===== src/rtl/uart_frame_pkg.sv =====
// Shared encodings for the UART frame decoder: FSM states, error codes and
// the default start-of-frame byte.
package uart_frame_pkg;

    localparam logic [2:0] S_HUNT    = 3'd0;
    localparam logic [2:0] S_LEN     = 3'd1;
    localparam logic [2:0] S_CMD     = 3'd2;
    localparam logic [2:0] S_PAYLOAD = 3'd3;
    localparam logic [2:0] S_CHK     = 3'd4;

    typedef enum logic [2:0] {
        ST_HUNT    = S_HUNT,
        ST_LEN     = S_LEN,
        ST_CMD     = S_CMD,
        ST_PAYLOAD = S_PAYLOAD,
        ST_CHK     = S_CHK
    } state_t;

    localparam logic [1:0] E_NONE = 2'd0;
    localparam logic [1:0] E_LEN  = 2'd1;
    localparam logic [1:0] E_CHK  = 2'd2;
    localparam logic [1:0] E_TMO  = 2'd3;

    localparam logic [7:0] SYNC_DEFAULT = 8'hA5;

endpackage


===== src/rtl/uart_frame_buf.sv =====
// Payload buffer: DEPTH x 8 register array, one synchronous write port and
// one combinational read port, cleared on reset.
module uart_frame_buf #(
    parameter int DEPTH = 16,
    parameter int AW    = $clog2(DEPTH)
) (
    input  logic          Clock,
    input  logic          Reset,
    input  logic          we,
    input  logic [AW-1:0] waddr,
    input  logic [7:0]    wdata,
    input  logic [AW-1:0] raddr,
    output logic [7:0]    rdata
);

    logic [7:0] mem [DEPTH];

    always_ff @(posedge Clock or negedge Reset) begin
        if (!Reset) begin
            for (int i = 0; i < DEPTH; i++) mem[i] <= 8'h00;
        end else if (we) begin
            mem[waddr] <= wdata;
        end
    end

    // Addresses beyond DEPTH (non power-of-two depths) read as zero.
    assign rdata = (int'(raddr) < DEPTH) ? mem[raddr] : 8'h00;

endmodule


===== src/rtl/uart_frame_rx.sv =====
// Frame decoder behind the UART receiver: hunts for SYNC, assembles a
// length-prefixed checksummed frame and holds it for the controller.
module uart_frame_rx
    import uart_frame_pkg::*;
#(
    parameter logic [7:0] SYNC    = SYNC_DEFAULT,
    parameter int         MAX_LEN = 16,
    parameter int         TIMEOUT = 21700
) (
    input  logic                       Clock,
    input  logic                       Reset,
    input  logic                       arrived,
    input  logic [7:0]                 data,
    output logic                       frame_valid,
    output logic [7:0]                 frame_cmd,
    output logic [7:0]                 frame_len,
    input  logic [$clog2(MAX_LEN)-1:0] rd_addr,
    output logic [7:0]                 rd_data,
    input  logic                       frame_ack,
    output logic                       err,
    output logic [1:0]                 err_code,
    output logic                       overrun,
    output logic [2:0]                 dbg_state
);

    localparam int         AW       = $clog2(MAX_LEN);
    localparam int         CW       = $clog2(TIMEOUT + 1);
    localparam logic [7:0] MAX_LEN8 = 8'(MAX_LEN);

    // Handshake: frame_valid rises with a good frame and holds until frame_ack
    // is sampled high; frame_valid falls the next cycle. Ack while idle is ignored.

    state_t        state_q, state_n;
    logic          byte_stb;
    logic [7:0]    len_q, len_n, cmd_q, cmd_n, acc_q, acc_n, idx_q, idx_n;
    logic [CW-1:0] cnt_q, cnt_n;
    logic          fv_q, fv_n, err_q, err_n, ovr_q, ovr_n;
    logic [7:0]    fcmd_q, fcmd_n, flen_q, flen_n;
    logic [1:0]    code_q, code_n;
    logic          buf_we, hold;

    assign hold = fv_q && !frame_ack;

    always_ff @(posedge Clock or negedge Reset) begin
        if (!Reset) begin
            byte_stb <= 1'b0;
            state_q  <= ST_HUNT;
            len_q    <= '0;
            cmd_q    <= '0;
            acc_q    <= '0;
            idx_q    <= '0;
            cnt_q    <= '0;
            fv_q     <= 1'b0;
            fcmd_q   <= '0;
            flen_q   <= '0;
            err_q    <= 1'b0;
            code_q   <= E_NONE;
            ovr_q    <= 1'b0;
        end else begin
            byte_stb <= arrived;
            state_q  <= state_n;
            len_q    <= len_n;
            cmd_q    <= cmd_n;
            acc_q    <= acc_n;
            idx_q    <= idx_n;
            cnt_q    <= cnt_n;
            fv_q     <= fv_n;
            fcmd_q   <= fcmd_n;
            flen_q   <= flen_n;
            err_q    <= err_n;
            code_q   <= code_n;
            ovr_q    <= ovr_n;
        end
    end

    always_comb begin
        state_n = state_q;
        len_n   = len_q;
        cmd_n   = cmd_q;
        acc_n   = acc_q;
        idx_n   = idx_q;
        cnt_n   = cnt_q;
        fv_n    = fv_q;
        fcmd_n  = fcmd_q;
        flen_n  = flen_q;
        err_n   = 1'b0;
        code_n  = code_q;
        ovr_n   = ovr_q;
        buf_we  = 1'b0;

        if (fv_q && frame_ack) begin
            fv_n  = 1'b0;
            ovr_n = 1'b0;
        end

        if (byte_stb) begin
            cnt_n = CW'(TIMEOUT);
            if (hold) begin
                ovr_n = 1'b1;
            end else begin
                case (state_q)
                    ST_HUNT: begin
                        if (data == SYNC) state_n = ST_LEN;
                    end
                    ST_LEN: begin
                        if (data > MAX_LEN8) begin
                            err_n   = 1'b1;
                            code_n  = E_LEN;
                            state_n = ST_HUNT;
                        end else begin
                            len_n   = data;
                            acc_n   = data;
                            state_n = ST_CMD;
                        end
                    end
                    ST_CMD: begin
                        cmd_n   = data;
                        acc_n   = acc_q + data;
                        idx_n   = 8'd0;
                        state_n = (len_q == 8'd0) ? ST_CHK : ST_PAYLOAD;
                    end
                    ST_PAYLOAD: begin
                        buf_we = 1'b1;
                        acc_n  = acc_q + data;
                        idx_n  = idx_q + 8'd1;
                        if (idx_q + 8'd1 == len_q) state_n = ST_CHK;
                    end
                    ST_CHK: begin
                        if (data == acc_q) begin
                            fv_n   = 1'b1;
                            fcmd_n = cmd_q;
                            flen_n = len_q;
                        end else begin
                            err_n  = 1'b1;
                            code_n = E_CHK;
                        end
                        state_n = ST_HUNT;
                    end
                    default: state_n = ST_HUNT;
                endcase
            end
        end else if (state_q != ST_HUNT) begin
            // Fires on the cycle the counter would reach zero.
            if (cnt_q <= CW'(1)) begin
                err_n   = 1'b1;
                code_n  = E_TMO;
                state_n = ST_HUNT;
            end else begin
                cnt_n = cnt_q - CW'(1);
            end
        end
    end

    uart_frame_buf #(.DEPTH(MAX_LEN), .AW(AW)) u_buf (
        .Clock (Clock),
        .Reset (Reset),
        .we    (buf_we),
        .waddr (idx_q[AW-1:0]),
        .wdata (data),
        .raddr (rd_addr),
        .rdata (rd_data)
    );

    assign frame_valid = fv_q;
    assign frame_cmd   = fcmd_q;
    assign frame_len   = flen_q;
    assign err         = err_q;
    assign err_code    = code_q;
    assign overrun     = ovr_q;
    assign dbg_state   = state_q;

endmodule


===== config.mk =====
export PLATFORM = sky130hd
export DESIGN_NAME = uart_frame_rx
export DESIGN_NICKNAME = d
export VERILOG_FILES = /design/src/rtl/uart_frame_pkg.sv /design/src/rtl/uart_frame_buf.sv /design/src/rtl/uart_frame_rx.sv
export SDC_FILE = /design/constraint.sdc
export NUM_CORES = 1
export LEC_CHECK = 0
export ABC_AREA = 1
export CAP_MARGIN = 20
export CORE_ASPECT_RATIO = 1.4
export CORE_MARGIN = 8
export CORE_UTILIZATION = 25
export DETAILED_ROUTE_END_ITERATION = 10
export PLACE_DENSITY_LB_ADDON = 0.05
export SYNTH_ARGS = -nofsm -noshare
export SYNTH_HDL_FRONTEND = slang
export SYNTH_HIERARCHICAL = 1
export SYNTH_SLANG_ARGS = --single-unit

===== constraint.sdc =====
create_clock -name Clock -period 3.4 [get_ports Clock]
set_input_delay 0.68 -clock Clock [delete_from_list [all_inputs] [get_ports Clock]]
set_output_delay 0.68 -clock Clock [all_outputs]
set_load 0.01 [all_outputs]

==> metrics list <==
- The first global-routing pass estimated roughly 53000 um of wire.
- The largest single stage delay on the critical path is between 0.5 and 0.6 ns.
- Largest clock skew in the final design: about 0.011 ns
- Data on the critical path is required at its endpoint by approximately 2.7 ns.
- Cell mode on critical path: nand3_1
- Max-capacitance violation count: 0
- Global routing used around 15% of the available tracks.
- Total power per unit cell area: 517 nW/um^2
* Reg2reg setup slack: roughly 0.70 ns
* Top cell type's share of synthesized area: between 40% and 50%
- Number of top-level pins: 48
- Remaining max-slew budget at the tightest pin: a little over two fifths
- Proportion of synthesized flip-flops having asynchronous set or reset: 100%
* Remaining antenna violation count after routing: 0
- Post-Synthesis Net Count: 1343
- The total overflow left after global routing is 0.
- Full die area: between 40000 and 50000 um^2
- The library cell used most frequently in the layout, excluding fill and tap cells, is nand2_1.
* PostCTS Resize Cnt: 0
- Clock sink total: 200
- Setup_tns: 0 ns
* Routed length on met3: ~830 um
- Setup repair after global routing left no endpoint under its margin.
* WS Path Type: in -> out
- Die Width: between 150 and 200 um
- STA puts the critical path data arrival time at roughly 2.6 ns.
- Largest net degree at the start of global routing: 68
- In this run the worst path has a maximum fanout of 22.
* Number of cells in the design after placement: around 1900
- In the post-synthesis netlist, the biggest area contributors are dfrtp_1 (50%), nand2_1 (16%), o21ai_0 (7.4%).
* Post-synthesis instance area: 10100 um^2
- Counting flops with a built-in enable in the synthesized netlist gives 0.
* I/O Buffers: 47
- Sequential cells were found to cover approximately 50% of the synthesized design area.
* Average footprint of a synthesized cell: approximately 7.7 um^2
- Worst-case clock buffer depth: 2
- After clock tree synthesis, the clock-pin slew on the worst setup and hold paths is approximately 0.070 ns.
- Fraction of final layout cells with drive strength greater than 1: between 6 and 7%
- Total routed wire length on the met1 layer: ~14000 um
- Hold_buf cts: 0
- P&R area growth vs syn: 17.2%
- Share of the core filled with cells: 29.5%
- Buffer and inverter count on the worst path: 4
* Sum of met2 wire segment lengths after detailed routing: between 15000 and 20000 um
* Measured slew at the worst slew-check pin: around 0.87 ns
- Grouping stages by cell kind, the critical path spends the most delay in buffers and inverters.
* Highest metal layer with signal wires: met4
* Cell taking the most area after synthesis: dfrtp_1
* Area taken by multi-input logic gates: approximately 4100 um^2
* Slowest cell on the critical path: clkdlybuf4s50_1
- In this run the critical register-to-register path is captured at u_buf/mem[76].
- The H-tree was split into 4 levels.
- The final-report hold violation count is 0.
- CTS tree: built
- After layout, the worst path uses a little over nine tenths of the clock period.
* Filler cells: about 4500
- Insertion delay to the later sink of the worst-skew pair: roughly 0.46 ns
- Run status: complete, no violations
- P_leak: 5.45 nW
* Register bit total from synthesis: 200
- The final number of max-transition violations is 0.
- Commonest cells after routing, fill and taps aside: nand2_1 (425), dfrtp_1 (200), inv_1 (162), o21ai_0 (150), nand3_1 (144)
- Register cell area after layout: 5000 um^2
- Chip height: ~250 um
- Startpoint of the lowest-slack register-to-register path: byte_stb
* Starting density of the core: between 20% and 30%
- Setup violations remaining at the end of the flow were counted as 0.
- Number of instances in the synthesized netlist: ~1300
* Layout net count: approximately 1400
- Dividing the detail-routed wire length by the instance count gives around 18 um.
- First-pass detailed-route iteration total: 5
* Total CTS buffers: 17
* Count of buffers added by post-CTS timing repair for setup: 0
- Type of origin of the critical path: input port
- Antenna violations before repair: 0
- Fmax achieved: between 0.3 and 0.4 GHz
* Initial DRC Count: 493
* Per-cell via count in the routed design: 4.44
- Number of global-route vias before repair: approximately 8600
* FF-to-FF path depth: 11
- Hold crit path type: in -> async
- The root buffer cell chosen for the clock tree is clkbuf_16.
- Crit-path cells: clkdlybuf4s50_1 -> inv_1 -> buf_6 -> nand3_1 -> nand3_1 -> nand3_1 -> nand2_1 -> clkdlybuf4s50_1
* Core Area: 40100 um^2
- Largest vdd supply drop: around 0.33 mV
* Gp weighted congestion: 0.827
* Wirelength, routed: 34000 um
* Vias after detailed routing: ~8400
- After detailed routing, the number of remaining DRC violations is 0.
* Synth Flop Type: dfrtp_1
- Post-synthesis cell type count: 39
- Period minus WS final: roughly 3.3 ns
- Ant diodes: 0
* Critical path endpoint category: output pin
- Final std cells w/o fill: around 1900
- Detailed placement finished with a half-perimeter wire length of between 20000 and 25000 um.
- Total power consumption of the routed design: slightly above 6 mW
- Site row count: 87
- Yosys synthesis warning count: 6
## final cells by class
cell class,count,share of cell area [%]
sequential,200,42.4
inverter,170,5.42
multi-input combinational,891,34.8
clock inverter,15,1.63
timing repair buffer,75,6.56
tap,534,5.65
clock buffer,17,3.60
## power breakdown
group	internal [mW]	switching, mW	leakage, nW	total, mW
clock	1.18	1.03	0.297	2.20
sequential	2.54	0.147	2.71	2.68
combinational	0.432	0.796	2.44	1.23
## state kept, by name, summed over array words and instances, names as in the netlist, 2 cells and up
register,count
u_buf/mem,128
cnt_q,15
acc_q,8
cmd_q,8
frame_cmd,8
frame_len,8
idx_q,8
len_q,8
dbg_state,3
err_code,2
## logic make-up after synthesis
group | Yosys count | synth area share (%)
and+or+nand+nor | 667 | 27.8
buffers and inverters | 225 | 9.64
xor gates and xnor gates | 10 | 0.868
adders and majority gates | 11 | 1.44
muxes | 6 | 0.670
AOI/OAI and AO/OA | 197 | 9.95
DFF | 200 | 49.6
## cells in the mapped netlist (5+ instances only)
library cell,n
a21oi_1,20
buf_2,16
buf_6,14
clkbuf_1,24
dfrtp_1,200
ha_1,10
inv_1,162
inv_2,6
mux2_2,6
nand2_1,425
nand2_2,5
nand3_1,144
nand4_1,6
nor2_1,63
nor2_2,5
nor3_1,5
o21ai_0,150
o21ai_1,18
xor2_1,7
## stage by stage
| stage | cell area [um^2] | hold WS (ns) | setup slack [ns] |
|---|---|---|---|
| 2_1_floorplan | 10100 | 0.384 | 1.22 |
| 3_3_place_gp | 11200 | 0.467 | 0.0790 |
| 3_5_place_dp | 11200 | 0.472 | 0.0651 |
| 4_1_cts | 11800 | 0.183 | 0.0600 |
| 5_1_grt | 11800 | 0.217 | 0.0159 |
| 6_report | 11800 | 0.181 | 0.135 |
## layer usage
metal | vias up | GRT usage (%)
li1 | 4243 | -
met1 | 4031 | 17.4
met4 | 0 | 6.50
met2 | 119 | 27.0
met5 | - | 0
met3 | 46 | 2.56
## how the worst max path moves through the flow
stage	slack, ns	to	cells past startpoint	from
6_report	0.13	rd_data[0]	8	rd_addr[1]
5_1_grt	0.02	rd_data[0]	8	rd_addr[1]
3_3_place_gp	0.08	rd_data[1]	7	rd_addr[1]
4_1_cts	0.06	rd_data[1]	7	rd_addr[1]
3_5_place_dp	0.07	rd_data[1]	7	rd_addr[1]
2_1_floorplan	1.22	rd_data[0]	6	rd_addr[2]
(Power assumes the default switching activity.)
